$ cat src/rtl/uart_cmd_pkg.sv
// Shared constants and types for the Pico UART command responder.
package uart_cmd_pkg;

  localparam logic [7:0] SOF_REQ   = 8'hAA;
  localparam logic [7:0] SOF_RSP   = 8'h55;
  localparam logic [7:0] PING_VAL  = 8'hA5;
  localparam logic [7:0] CTRL_BASE = 8'h80;

  typedef enum logic [7:0] {
    CMD_READ  = 8'h01,
    CMD_WRITE = 8'h02,
    CMD_PING  = 8'h03
  } cmd_e;

  typedef enum logic [7:0] {
    ST_OK       = 8'h00,
    ST_BAD_CHK  = 8'h01,
    ST_BAD_CMD  = 8'h02,
    ST_BAD_ADDR = 8'h03
  } status_e;

  typedef enum logic [2:0] {
    S_SOF, S_CMD, S_ADDR, S_DATA, S_CHK, S_EXEC, S_TX_LOAD, S_TX_WAIT
  } state_e;

  // Response frame, byte 0 goes on the wire first.
  typedef logic [3:0][7:0] resp_t;

endpackage

$ cat src/rtl/uart_resp_serializer.sv
// Pushes a 4-byte response frame through the UART transmitter's
// tx_dv / tx_active / tx_done byte handshake.
module uart_resp_serializer
  import uart_cmd_pkg::*;
(
  input  logic       clk,
  input  logic       rst_n,
  input  logic       start,
  input  resp_t      resp,
  input  logic       tx_active,
  input  logic       tx_done,
  output logic       tx_dv,
  output logic [7:0] tx_byte,
  output logic       last
);

  // S_SOF doubles as the idle state here.
  state_e     st;
  logic [1:0] idx;
  resp_t      rsp_q;

  assign last = (st == S_TX_WAIT) && tx_done && (idx == 2'd3);

  always_ff @(posedge clk) begin
    if (!rst_n) begin
      st      <= S_SOF;
      idx     <= 2'd0;
      rsp_q   <= '0;
      tx_dv   <= 1'b0;
      tx_byte <= 8'h00;
    end else begin
      tx_dv <= 1'b0;
      case (st)
        S_TX_LOAD: begin
          if (!tx_active) begin
            tx_dv   <= 1'b1;
            tx_byte <= rsp_q[idx];
            st      <= S_TX_WAIT;
          end
        end
        S_TX_WAIT: begin
          if (tx_done) begin
            if (idx == 2'd3) begin
              st <= S_SOF;
            end else begin
              idx <= idx + 2'd1;
              // Fire straight from the done cycle so the next byte follows by one clock.
              if (!tx_active) begin
                tx_dv   <= 1'b1;
                tx_byte <= rsp_q[idx + 2'd1];
              end else begin
                st <= S_TX_LOAD;
              end
            end
          end
        end
        default: begin
          if (start) begin
            rsp_q <= resp;
            idx   <= 2'd0;
            if (!tx_active) begin
              tx_dv   <= 1'b1;
              tx_byte <= resp[0];
              st      <= S_TX_WAIT;
            end else begin
              st <= S_TX_LOAD;
            end
          end
        end
      endcase
    end
  end

endmodule

$ cat src/rtl/uart_cmd_responder.sv
// Parses 5-byte request frames from the Pico, executes read/write/ping on the
// status and control registers, and returns a 4-byte response.
// Optional inter-byte timeout: define UART_RESP_TIMEOUT_EN.
module uart_cmd_responder
  import uart_cmd_pkg::*;
#(
  parameter int NUM_RO       = 8,
  parameter int NUM_CTRL     = 4,
  parameter int TIMEOUT_CLKS = 25_000
) (
  input  logic                  i_clk,
  input  logic                  i_rst_n,
  input  logic                  i_rx_dv,
  input  logic [7:0]            i_rx_byte,
  output logic                  o_tx_dv,
  output logic [7:0]            o_tx_byte,
  input  logic                  i_tx_active,
  input  logic                  i_tx_done,
  input  logic [8*NUM_RO-1:0]   i_ro_regs,
  output logic [8*NUM_CTRL-1:0] o_ctrl_regs,
  output logic                  o_wr_strobe,
  output logic                  o_busy,
  output logic [7:0]            o_err_cnt
);

  state_e                    state;
  logic [7:0]                cmd, addr, data, chk;
  logic [NUM_CTRL-1:0][7:0]  ctrl;
  status_e                   status;
  logic [7:0]                rdata, rd_val;
  logic                      is_ro, is_ctrl;
  resp_t                     resp;
  logic                      ser_last;

  assign o_ctrl_regs = ctrl;

  always_comb begin
    is_ro   = 1'b0;
    is_ctrl = 1'b0;
    rd_val  = 8'h00;
    for (int k = 0; k < NUM_RO; k++)
      if (addr == 8'(k)) begin
        is_ro  = 1'b1;
        rd_val = i_ro_regs[8*k +: 8];
      end
    for (int k = 0; k < NUM_CTRL; k++)
      if (addr == CTRL_BASE + 8'(k)) begin
        is_ctrl = 1'b1;
        rd_val  = ctrl[k];
      end

    status = ST_OK;
    rdata  = 8'h00;
    if ((cmd ^ addr ^ data) != chk)
      status = ST_BAD_CHK;
    else if (cmd != CMD_READ && cmd != CMD_WRITE && cmd != CMD_PING)
      status = ST_BAD_CMD;
    else if ((cmd == CMD_READ && !(is_ro || is_ctrl)) || (cmd == CMD_WRITE && !is_ctrl))
      status = ST_BAD_ADDR;
    else if (cmd == CMD_READ)
      rdata = rd_val;
    else if (cmd == CMD_WRITE)
      rdata = data;
    else
      rdata = PING_VAL;

    resp = {8'(status) ^ rdata, rdata, 8'(status), SOF_RSP};
  end

`ifdef UART_RESP_TIMEOUT_EN
  logic [31:0] gap_cnt;
`else
  logic unused_timeout;
  assign unused_timeout = |32'(TIMEOUT_CLKS);
`endif

  always_ff @(posedge i_clk) begin
    if (!i_rst_n) begin
      state       <= S_SOF;
      cmd         <= 8'h00;
      addr        <= 8'h00;
      data        <= 8'h00;
      chk         <= 8'h00;
      ctrl        <= '0;
      o_wr_strobe <= 1'b0;
      o_busy      <= 1'b0;
      o_err_cnt   <= 8'h00;
`ifdef UART_RESP_TIMEOUT_EN
      gap_cnt     <= 32'd0;
`endif
    end else begin
      o_wr_strobe <= 1'b0;
      case (state)
        S_SOF: if (i_rx_dv && i_rx_byte == SOF_REQ) begin
          state  <= S_CMD;
          o_busy <= 1'b1;
        end
        S_CMD:  if (i_rx_dv) begin cmd  <= i_rx_byte; state <= S_ADDR; end
        S_ADDR: if (i_rx_dv) begin addr <= i_rx_byte; state <= S_DATA; end
        S_DATA: if (i_rx_dv) begin data <= i_rx_byte; state <= S_CHK;  end
        S_CHK:  if (i_rx_dv) begin chk  <= i_rx_byte; state <= S_EXEC; end
        S_EXEC: begin
          if (status != ST_OK) begin
            if (o_err_cnt != 8'hFF) o_err_cnt <= o_err_cnt + 8'd1;
          end else if (cmd == CMD_WRITE) begin
            for (int k = 0; k < NUM_CTRL; k++)
              if (addr == CTRL_BASE + 8'(k)) ctrl[k] <= data;
            o_wr_strobe <= 1'b1;
          end
          state <= S_TX_WAIT;
        end
        S_TX_WAIT: if (ser_last) begin
          state  <= S_SOF;
          o_busy <= 1'b0;
        end
        default: state <= S_SOF;
      endcase

`ifdef UART_RESP_TIMEOUT_EN
      // Abandon a stalled partial frame; this overrides the parse step above.
      if (state == S_CMD || state == S_ADDR || state == S_DATA || state == S_CHK) begin
        if (i_rx_dv) begin
          gap_cnt <= 32'd0;
        end else if (gap_cnt == 32'(TIMEOUT_CLKS - 1)) begin
          gap_cnt <= 32'd0;
          state   <= S_SOF;
          o_busy  <= 1'b0;
          if (o_err_cnt != 8'hFF) o_err_cnt <= o_err_cnt + 8'd1;
        end else begin
          gap_cnt <= gap_cnt + 32'd1;
        end
      end else begin
        gap_cnt <= 32'd0;
      end
`endif
    end
  end

  uart_resp_serializer u_ser (
    .clk       (i_clk),
    .rst_n     (i_rst_n),
    .start     (state == S_EXEC),
    .resp      (resp),
    .tx_active (i_tx_active),
    .tx_done   (i_tx_done),
    .tx_dv     (o_tx_dv),
    .tx_byte   (o_tx_byte),
    .last      (ser_last)
  );

endmodule

$ cat config.mk
export PLATFORM = sky130hd
export DESIGN_NAME = uart_cmd_responder
export DESIGN_NICKNAME = d
export VERILOG_FILES = /design/src/rtl/uart_cmd_pkg.sv /design/src/rtl/uart_resp_serializer.sv /design/src/rtl/uart_cmd_responder.sv
export SDC_FILE = /design/constraint.sdc
export NUM_CORES = 1
export LEC_CHECK = 0
export ABC_AREA = 1
export CAP_MARGIN = 40
export CELL_PAD_IN_SITES_DETAIL_PLACEMENT = 0
export CELL_PAD_IN_SITES_GLOBAL_PLACEMENT = 1
export CORE_UTILIZATION = 31
export CTS_CLUSTER_DIAMETER = 150
export DETAILED_ROUTE_END_ITERATION = 10
export GPL_ROUTABILITY_DRIVEN = 0
export PLACE_DENSITY = 0.77
export REMOVE_ABC_BUFFERS = 1
export SKIP_LAST_GASP = 1
export SYNTH_ARGS = -nofsm -noshare
export SYNTH_HDL_FRONTEND = slang
export SYNTH_SLANG_ARGS = --single-unit
$ cat constraint.sdc
create_clock -name i_clk -period 2 [get_ports i_clk]
set_clock_uncertainty 0.1 [all_clocks]
set_input_delay 0.2 -clock i_clk [delete_from_list [all_inputs] [get_ports i_clk]]
set_output_delay 0.2 -clock i_clk [all_outputs]
set_load 0.005 [all_outputs]
# [Word level (Yosys, flattened, before mapping)]
# Cells that the tools add are included.
[totals] inputBits=77 n_memories=0 ram_bits=0 regBits=116 latchBits=0 out_inout_bits=51 mem_bits_ro=0
[op_classes] n_mul=0 addsub=2 n_bitwise=8 n_div=0 shift=0 n_reduce_logical=34 n_mux=70 eq_ne=40 order_cmp=2
[ops] operator="8-bit 2-to-1 mux" count=25
[ops] operator="8-bit == test (second input constant)" count=5
[ops] operator="3-bit 2-to-1 mux" count=11
[ops] operator="8-bit binary-select mux with 2-bit select" count=2
[ops] operator="8-bit by 3-bit == test with 1-bit output (second input constant)" count=4
[ops] operator="8-bit by 2-bit == test with 1-bit output (second input constant)" count=3
[ops] operator="4-bit AND reduction" count=6
[ops] operator="8-bit XOR" count=3
[ops] operator="2-bit != test (second input constant)" count=11
[ops] operator="3-bit case mux with 7 select lines" count=1
[ops] operator="1-bit 2-to-1 mux" count=20
[ops] operator="8-bit by 1-bit == test with 1-bit output (second input constant)" count=2
[ops] operator="8-bit by 2-bit != test with 1-bit output (second input constant)" count=2
[ops] operator="8-bit case mux with 2 select lines" count=1
[ops] operator="3-bit == test (second input constant)" count=5
[ops] operator="2-bit 2-to-1 mux" count=6
[ops] operator="6-bit AND reduction" count=2
[ops] operator="2-bit AND reduction" count=5
[ops] operator="8-bit by 1-bit adder with 8-bit output (second input constant)" count=1
[ops] operator="8-bit zero test" count=1
[ops] operator="8-bit by 1-bit != test with 1-bit output (second input constant)" count=1
[ops] operator="8-bit != test" count=1
[ops] operator="8-bit != test (second input constant)" count=1
[ops] operator="8-bit nonzero test" count=1
[ops] operator="19 further kinds" count=36

# [Longest topological paths before layout]
# Gate-level depths: netlist (run 1).
[logic_depth] depth_word=19 depth_mapped=17 ltp_nobuf=17

# [By module]
# A second synthesis (run 1) with hierarchy kept.
[hier_totals] hier_cells=1152 hier_area_um2=7054.3
[modules_own_cells] mod="uart_cmd_responder" area_each_um2=4645.7 instances=1 cells_each=761
[modules_own_cells] mod="uart_resp_serializer" area_each_um2=2408.6 instances=1 cells_each=391

# [Least setup slack after synthesis (run 1)]
# OpenSTA, ideal clock, no wires.
[synth_path] path_kind="reg2reg" startpoint="register addr[4]" endpoint="register ctrl, in the netlist o_ctrl_regs[24]" setup_slack_ps=90 arrival_time_ps=1697 stages_incl_launch_ff=11 t_required_ps=1787 path_cell_list="dfxtp_1 nor2_1 nand3_1 nor2_1 inv_1 nor2_2 inv_1 nor3_4 inv_4 o21ai_1 nor2_1"
[synth_between] elab_chain_cells=19
[synth_lines] item="start: declaration" line_no="uart_cmd_responder.sv:27" rtl="logic [7:0] cmd, addr, data, chk;"
[synth_lines] item="start signal: assignment" line_no="uart_cmd_responder.sv:81" rtl="addr <= 8'h00;"
[synth_lines] item="start signal: assignment" line_no="uart_cmd_responder.sv:99" rtl="S_ADDR: if (i_rx_dv) begin addr <= i_rx_byte; state <= S_DATA; end"
[synth_lines] item="8-bit zero test" line_no="uart_cmd_responder.sv:42" rtl="if (addr == 8'(k)) begin"
[synth_lines] item="1-bit 2-to-1 mux (8 in series)" line_no="uart_cmd_responder.sv:42"
[synth_lines] item="1-bit logical OR" line_no="uart_cmd_responder.sv:58" rtl="else if ((cmd == CMD_READ && !(is_ro || is_ctrl)) || (cmd == CMD_WRITE && !is_ctrl))"
[synth_lines] item="1-bit zero test" line_no="uart_cmd_responder.sv:58"
[synth_lines] item="1-bit logical AND" line_no="uart_cmd_responder.sv:58"
[synth_lines] item="1-bit logical OR" line_no="uart_cmd_responder.sv:58"
[synth_lines] item="2-bit 2-to-1 mux" line_no="uart_cmd_responder.sv:58"
[synth_lines] item="2-bit 2-to-1 mux" line_no="uart_cmd_responder.sv:56" rtl="else if (cmd != CMD_READ && cmd != CMD_WRITE && cmd != CMD_PING)"
[synth_lines] item="2-bit 2-to-1 mux" line_no="uart_cmd_responder.sv:54" rtl="if ((cmd ^ addr ^ data) != chk)"
[synth_lines] item="8-bit nonzero test" line_no="uart_cmd_responder.sv:103" rtl="if (status != ST_OK) begin"
[synth_lines] item="1-bit NOT (no line)"
[synth_lines] item="4-bit AND reduction (no line) (*)"
[synth_lines] item="end signal: indexed assignment" line_no="uart_cmd_responder.sv:107" rtl="if (addr == CTRL_BASE + 8'(k)) ctrl[k] <= data;"
[synth_lines] item="end: declaration" line_no="uart_cmd_responder.sv:28" rtl="logic [NUM_CTRL-1:0][7:0] ctrl;"
# Mark *: on every way between the ends. The rest lies on a longest branch, timed or not.
# A chain may end at the register's enable or synchronous reset.

# [Final worst setup path (run 1)]
[layout_path] startpoint="register addr[0]" endpoint="register ctrl, in the netlist o_ctrl_regs[20]"
# Same word-level chain as after synthesis.

==> results of run 1 <==
-- power by group through the flow --
stage                     registers [mW]  logic (mW)  clock network (mW)
after floorplan                     2.36        1.25                   0
after global placement              2.34        2.35                   0
after detailed placement            2.34        2.35                   0
after CTS                           2.30        2.38                1.98
after global routing                2.35        2.97                2.07
final                               2.33        2.68                1.93
-- repair_timing --
item	4_1_cts	5_1_grt
resized for setup	8	137
hold endpoints to repair	0	0
cloned	0	2
pin swaps	0	45
setup buffers	0	7
setup endpoints to repair	41	53
-- Yosys cell counts, types with 2 or more instances --
library cell / n
a211oi_1: 4
nand3_2: 2
inv_4: 4
or2_2: 3
o21ai_0: 64
ha_1: 2
o32ai_1: 2
o21ai_1: 26
nand4_1: 22
nor3b_1: 2
buf_2: 2
nor3_4: 3
xnor2_1: 21
a31oi_1: 2
a21oi_1: 58
nand3_1: 31
o22ai_1: 2
xor2_1: 6
a21boi_0: 2
dfxtp_1: 103
clkbuf_1: 18
nor3_1: 13
inv_1: 88
nor2_1: 176
inv_2: 2
nand3b_1: 4
nand2_1: 149
-- sequential cells by signal (all words and copies together), names as in the netlist --
name	flops
chk	8
o_ctrl_regs	32
data	8
u_ser.tx_byte	8
cmd	8
state	3
o_err_cnt	8
u_ser.rsp_q	13
u_ser.st	2
u_ser.idx	2
addr	8
o_busy	1
u_ser.tx_dv	1
o_wr_strobe	1
-- stage by stage --
stage | setup TNS, ps | hold WS (ps)
after floorplan | 0 | 221
after global placement | -586 | 356
after detailed placement | -1220 | 357
after CTS | 0 | 56.4
after global routing | -4750 | 79.2
final | -207 | 73.8
-- tightest hold or removal path, cell delays in order --
cell and delay, ps:
buf_2 150, o21ai_0 90, nor2_1 50
-- logic make-up after synthesis --
family,after synthesis,share of synthesized area
and+or+nand+nor,412,0.327
DFF,103,0.383
adders and majority gates,2,0.00464
xor gates and xnor gates,27,0.0439
buffers and inverters,116,0.0831
AOI/OAI and AO/OA,162,0.157
muxes,1,0.00186
-- per-layer routing --
metal / vias up / wire [µm] / GRT usage
met4: 0 / 156 / 0.0417
met3: 10 / 769 / 0.0397
li1: 3071 / - / -
met1: 2664 / 8510 / 0.275
met5: - / 0 / 0
met2: 133 / 8610 / 0.338
-- path summary, 6_finish.rpt --
| check | from | to | depth (start not counted) |
|---|---|---|---|
| worst max register to register | addr[0] | o_ctrl_regs[20] | 11 |
| worst max-delay path | addr[0] | o_ctrl_regs[20] | 11 |
| worst min register to register | u_ser.rsp_q[30] | u_ser.rsp_q[30] | 2 |
| worst min-delay path | i_rst_n | u_ser.tx_byte[1] | 3 |
-- cell type report --
cell class / instances / share of cell area
Timing Repair Buffer: 210 / 0.237
Clock buffer: 13 / 0.0314
Inverter: 95 / 0.0461
Sequential cell: 103 / 0.253
Clock inverter: 3 / 0.00785
Multi-Input combinational cell: 605 / 0.392
Tap cell: 220 / 0.0332
-- cell usage in the layout, fill, tap and decap left out, drive strengths merged, types with 2 or more instances in the layout --
master,count
xor2,6
a21boi,2
o21ai,90
o32ai,2
nor2,178
nand3b,4
a31oi,2
dfxtp,103
or2,4
nand4,22
ha,2
o22ai,2
xnor2,21
inv,94
nand2,151
clkdlybuf4s50,126
clkbuf,13
nand3,34
a21oi,58
buf,84
bufinv,2
a211oi,4
clkinv,2
nor3,16
nor3b,2
==> metrics.txt, run 1 <==
combinational power share 0.386; CP arrival ~2200 ps; Layout area overhead 53.7%; via count 5878; Yosys top cell by area dfxtp_1; NetSw 2.38 mW; fin crit period 2020 ps; Distinct cells, synth 39; HP Class in -> reg; I/O pin total 128; CTS Buf Count 9; Final nets 1103; delay-heaviest family, CP simple AND/OR/NAND/NOR gates; H-tree depth 3; critical path endpoint category register; Final period util 1.01; Max-Cap Viols 0; clock network fraction of design power 0.278; Rows between 40 and 50; CP Launch Type register; cell area after layout just over 0.008 mm²; IO Port Bufs ~130; flops & latches, synth 103; Via density 4.71; crit path max-delay cell type dfxtp_4; # setup viols final 18; top_reg_cell synth dfxtp_1; storage element area about 0.0021 mm²; starting density of the core 0.322; required time of the critical path roughly 2200 ps; Sequential Power Share 0.336; diode count 0; Total GRT Usage 0.204; Core Area 0.0168 mm²; drc violations 0; unrepaired setup endpoints after global routing true; Reg clk slew, reported paths 70 ps; CP bufs+invs 3; Die Ht 134 µm; Remaining Overflow, GRT 0; cell count after placement around 1200; VDD IR max slightly above 500 µV; share of post-route cells with drive strength above 1 0.202; Synth area leaders dfxtp_1, nor2_1, nand2_1, inv_1, o21ai_0; Crit Path Class reg -> reg; overall power between 6 and 7 mW; ys async rst share 0; Post-CTS Hold Buffers 0; vias in the first global route roughly 5600; WL final 18000 µm; number of antenna violations at the first check in global routing 0; Sw Share 0.342; Bufs on Longest Clock Path 2; number of synthesized flops with an enable pin 0; cells after synthesis 823; post-route setup slack -25.0 ps; reg2reg setup slack -20 ps; Antenna Nets Post-Route 0; PD cells 838 mW/mm²; global-route wire length before repair 28600 µm; failing checks negative setup slack; Post-Syn Area 0.00539 mm²; Worst-Skew Late Latency 350 ps; CTS tree built; Avg WL per Cell 14.4 µm; Synth Warn # 0; DP HPWL 13600 µm; largest net degree at the start of global routing 75; Synth top area share 0.383; FMAX just under 0.5 GHz; clock sinks 103; Slew @ Worst Pin 395 ps; relative slew slack 0.736; Pleak ~3.3 nW; status finished, violations left; clock root cell clkbuf_16; Die ar. 0.0179 mm²; post-layout util 0.494; Area after DPL 0.00746 mm²; FILL cells 1754; DR iter-0 viols 306; Seq/Total Area, Yosys 0.383; die width 134 µm; CP cell instances buf_6, xnor2_2, xnor2_1, inv_1, nand4_1, nor2_4, nand2_8, nor3_4, inv_4, o21ai_2, nor2_2; DRT Pass-1 Iters 5; Non-Filler Instances 1249; crit-path max cell delay 370 ps; Crit Path Max Fanout 8; area used by multi-input combinational logic roughly 0.0032 mm²; P_int 4.57 mW; Setup Slack @ Placement -104 ps; fin. max-slew vios 0; Synth Area per Inst 6.55 µm²; Hold Fails Final Rpt 0
(Power assumes the default switching activity.)
==> inputs of run 2 (changes only) <==
--- a/config.mk
+++ b/config.mk
@@ -16,6 +16,7 @@
 export PLACE_DENSITY = 0.77
 export REMOVE_ABC_BUFFERS = 1
 export SKIP_LAST_GASP = 1
+export SLEW_MARGIN = 20
 export SYNTH_ARGS = -nofsm -noshare
 export SYNTH_HDL_FRONTEND = slang
 export SYNTH_SLANG_ARGS = --single-unit
==> results of run 2 <==
Same layout as run 1: the final DEF is identical, and so are final timing and power.
==> inputs of run 3 (changes only) <==
--- a/config.mk
+++ b/config.mk
@@ -5,15 +5,16 @@
 export SDC_FILE = /design/constraint.sdc
 export NUM_CORES = 1
 export LEC_CHECK = 0
-export ABC_AREA = 1
 export CAP_MARGIN = 40
 export CELL_PAD_IN_SITES_DETAIL_PLACEMENT = 0
 export CELL_PAD_IN_SITES_GLOBAL_PLACEMENT = 1
-export CORE_UTILIZATION = 31
+export CORE_MARGIN = 3
+export CORE_UTILIZATION = 34
 export CTS_CLUSTER_DIAMETER = 150
 export DETAILED_ROUTE_END_ITERATION = 10
 export GPL_ROUTABILITY_DRIVEN = 0
-export PLACE_DENSITY = 0.77
+export HOLD_SLACK_MARGIN = 0.08
+export PLACE_DENSITY = 0.78
 export REMOVE_ABC_BUFFERS = 1
 export SKIP_LAST_GASP = 1
 export SLEW_MARGIN = 20
==> run 3 against run 2 <==
The flow still finishes with violations (negative setup slack). Register-to-register slack lost 120 ps. Area after synthesis up 5.5%. Largest cell class unchanged. Setup slack lost 120 ps. Die area grew 2.2%. Clock-buffer cell count fell by 3.
==> metrics.txt, run 3 <==
status finished, violations left; failing checks negative setup slack; critical path endpoint category register; hold_sp u_ser.tx_byte[1]; via count roughly 6000; top-count cell post-synth dfxtp_1; flops & latches, synth 103; relative slew slack 0.721; Final period util 1.07; Distinct cells, synth 70; diode count 0; Area after DPL 0.00788 mm²; P_int around 3.2 mW; Remaining Overflow, GRT 0; required time of the critical path between 2000 and 2500 ps; Bufs on Longest Clock Path 2; CP Launch Type register; fin crit period 2140 ps; number of synthesized flops with an enable pin 0; die width between 100 and 150 µm; vias in the first global route 5801; aggregate negative setup slack -3670 ps; ys async rst share 0; most common cell after layout, fill and taps aside clkdlybuf4s50_1; Seq/Total Area, Yosys 0.363; Hold Crit Depth 2; H-tree depth 3; most frequent cells in the layout clkdlybuf4s50_1, buf_4, dfxtp_1; Post-Syn Area 0.00569 mm²; FMAX 0.467 GHz; Max-Cap Viols 0; Sw Share 0.224; reg2reg path depth 8; Post-CTS Hold Buffers 0; Crit Path Class reg -> reg; clock sinks 103; commonest cells in the synthesized netlist dfxtp_1, nand2_1, nor2_1, a21oi_1, mux2i_1; DRT Pass-1 Iters 6; cells after synthesis 700; post-layout util 0.524; Worst-Skew Late Latency approximately 360 ps; WL final 19700 µm; drc violations 0; top_reg_cell synth dfxtp_1; Reg clk slew, reported paths 70 ps; Yosys top cell by area dfxtp_1; Hold Crit Endpoint u_ser.tx_byte[1]; CTS tree built; Synth top area share 0.363; HP Class reg -> reg; Non-Filler Instances 1125; cell count after placement 1105; post-route setup slack -144 ps; clock root cell clkbuf_16; Synth area leaders dfxtp_1, mux2i_1, a21oi_1, nand2_1, nor2_1; Crit Path Max Fanout 11; Die ar. 0.0183 mm²; cell area after layout 0.00844 mm²; number of antenna violations at the first check in global routing 0; # setup viols final between 40 and 50; Core Area 0.0161 mm²; Pleak 3.21 nW; Rows 46; FILL cells 1519; DR iter-0 viols 395; Die Ht 135 µm; reg-to-reg endpoint u_ser.rsp_q[26]; largest net degree at the start of global routing 37; IO Port Bufs 127; clock network fraction of design power 0.438; CTS Buf Count 9; Total GRT Usage 0.210; fin. max-slew vios 0; share of post-route cells with drive strength above 1 0.207; NetSw 930 µW; max reg flops 32; reg2reg setup slack -140 ps; CP arrival 2320 ps; Slew @ Worst Pin 418 ps; Antenna Nets Post-Route 0; Synth Warn # 0; Synth Area per Inst about 8 µm²; I/O pin total ~130; global-route wire length before repair 30800 µm; starting density of the core 0.353; unrepaired setup endpoints after global routing true; Layout area overhead 48.4%; Hold Fails Final Rpt 0; DP HPWL 15400 µm; Hold Slack around 360 ps; combinational power share 0.068; VDD IR max ~550 µV; reg-to-reg startpoint addr[1]; Sequential Power Share 0.493; Avg WL per Cell 17.5 µm; Final nets 983; PD cells between 400 and 500 mW/mm²; Via density 5.32
==> run 3: stage by stage <==
step                      power (mW)  worst slack (ps)
after CTS                       4.19              -141
after global placement          2.37              -165
after floorplan                 2.16              -857
final                           4.15              -144
after detailed placement        2.37              -261
after global routing            4.28              -285
==> run 3: logic make-up after synthesis <==
| kind of cell | count (synthesis) | synth area share |
|---|---|---|
| mux | 66 | 0.121 |
| buf+inv | 56 | 0.0418 |
| simple gates | 284 | 0.249 |
| fa+ha+maj | 2 | 0.00440 |
| xor+xnor | 25 | 0.0385 |
| flops | 103 | 0.363 |
| compound gates | 164 | 0.183 |
==> run 3: cell type report <==
class                           instances  area, µm²  share of cell area
Timing Repair Buffer                  240       2200               0.261
Multi-Input combinational cell        541       3550               0.421
Clock inverter                          6       76.3             0.00904
Clock buffer                           10        229              0.0271
Tap cell                              216        270              0.0320
Sequential cell                       103       2080               0.246
Inverter                                9       33.8             0.00400
==> run 3: timing repair <==
| item | in CTS | in global routing |
|---|---|---|
| endpoints found under the setup margin | 51 | 52 |
| gates resized for setup | 32 | 23 |
| setup buffers | 2 | 2 |
| pin swaps | 16 | 9 |
| cloned | 0 | 0 |
==> run 3: power groups by stage <==
stage          logic [mW]  registers (mW)  clock network (mW)
2_1_floorplan      0.0611            2.10                   0
3_3_place_gp        0.277            2.10                   0
3_5_place_dp        0.277            2.10                   0
4_1_cts             0.282            2.05                1.86
5_1_grt             0.300            2.05                1.94
6_report            0.283            2.05                1.82
==> run 3: worst max path at each step <==
stage	from	end
final	addr[1]	u_ser.rsp_q[26]
after global routing	addr[1]	u_ser.rsp_q[26]
after CTS	cmd[4]	o_ctrl_regs[16]
after detailed placement	addr[3]	u_ser.rsp_q[29]
after global placement	addr[3]	u_ser.rsp_q[26]
after floorplan	addr[1]	o_ctrl_regs[24]
==> run 3: critical path, cell delays in order (launching register included) <==
cell and delay [ps]:
dfxtp_4 420, buf_4 220, nor2b_1 240, buf_4 210, nand2_1 60, a31oi_1 230
o22ai_1 130, a211o_1 320, a21oi_1 140
==> run 3: metal layers <==
metal	routed length (µm)	share of wire	up-vias	track usage
li1	-	-	2914	-
met1	8810	0.45	2849	0.284
met2	9240	0.47	193	0.340
met3	1250	0.064	31	0.0386
met4	374	0.019	0	0.0677
met5	0	0	-	0
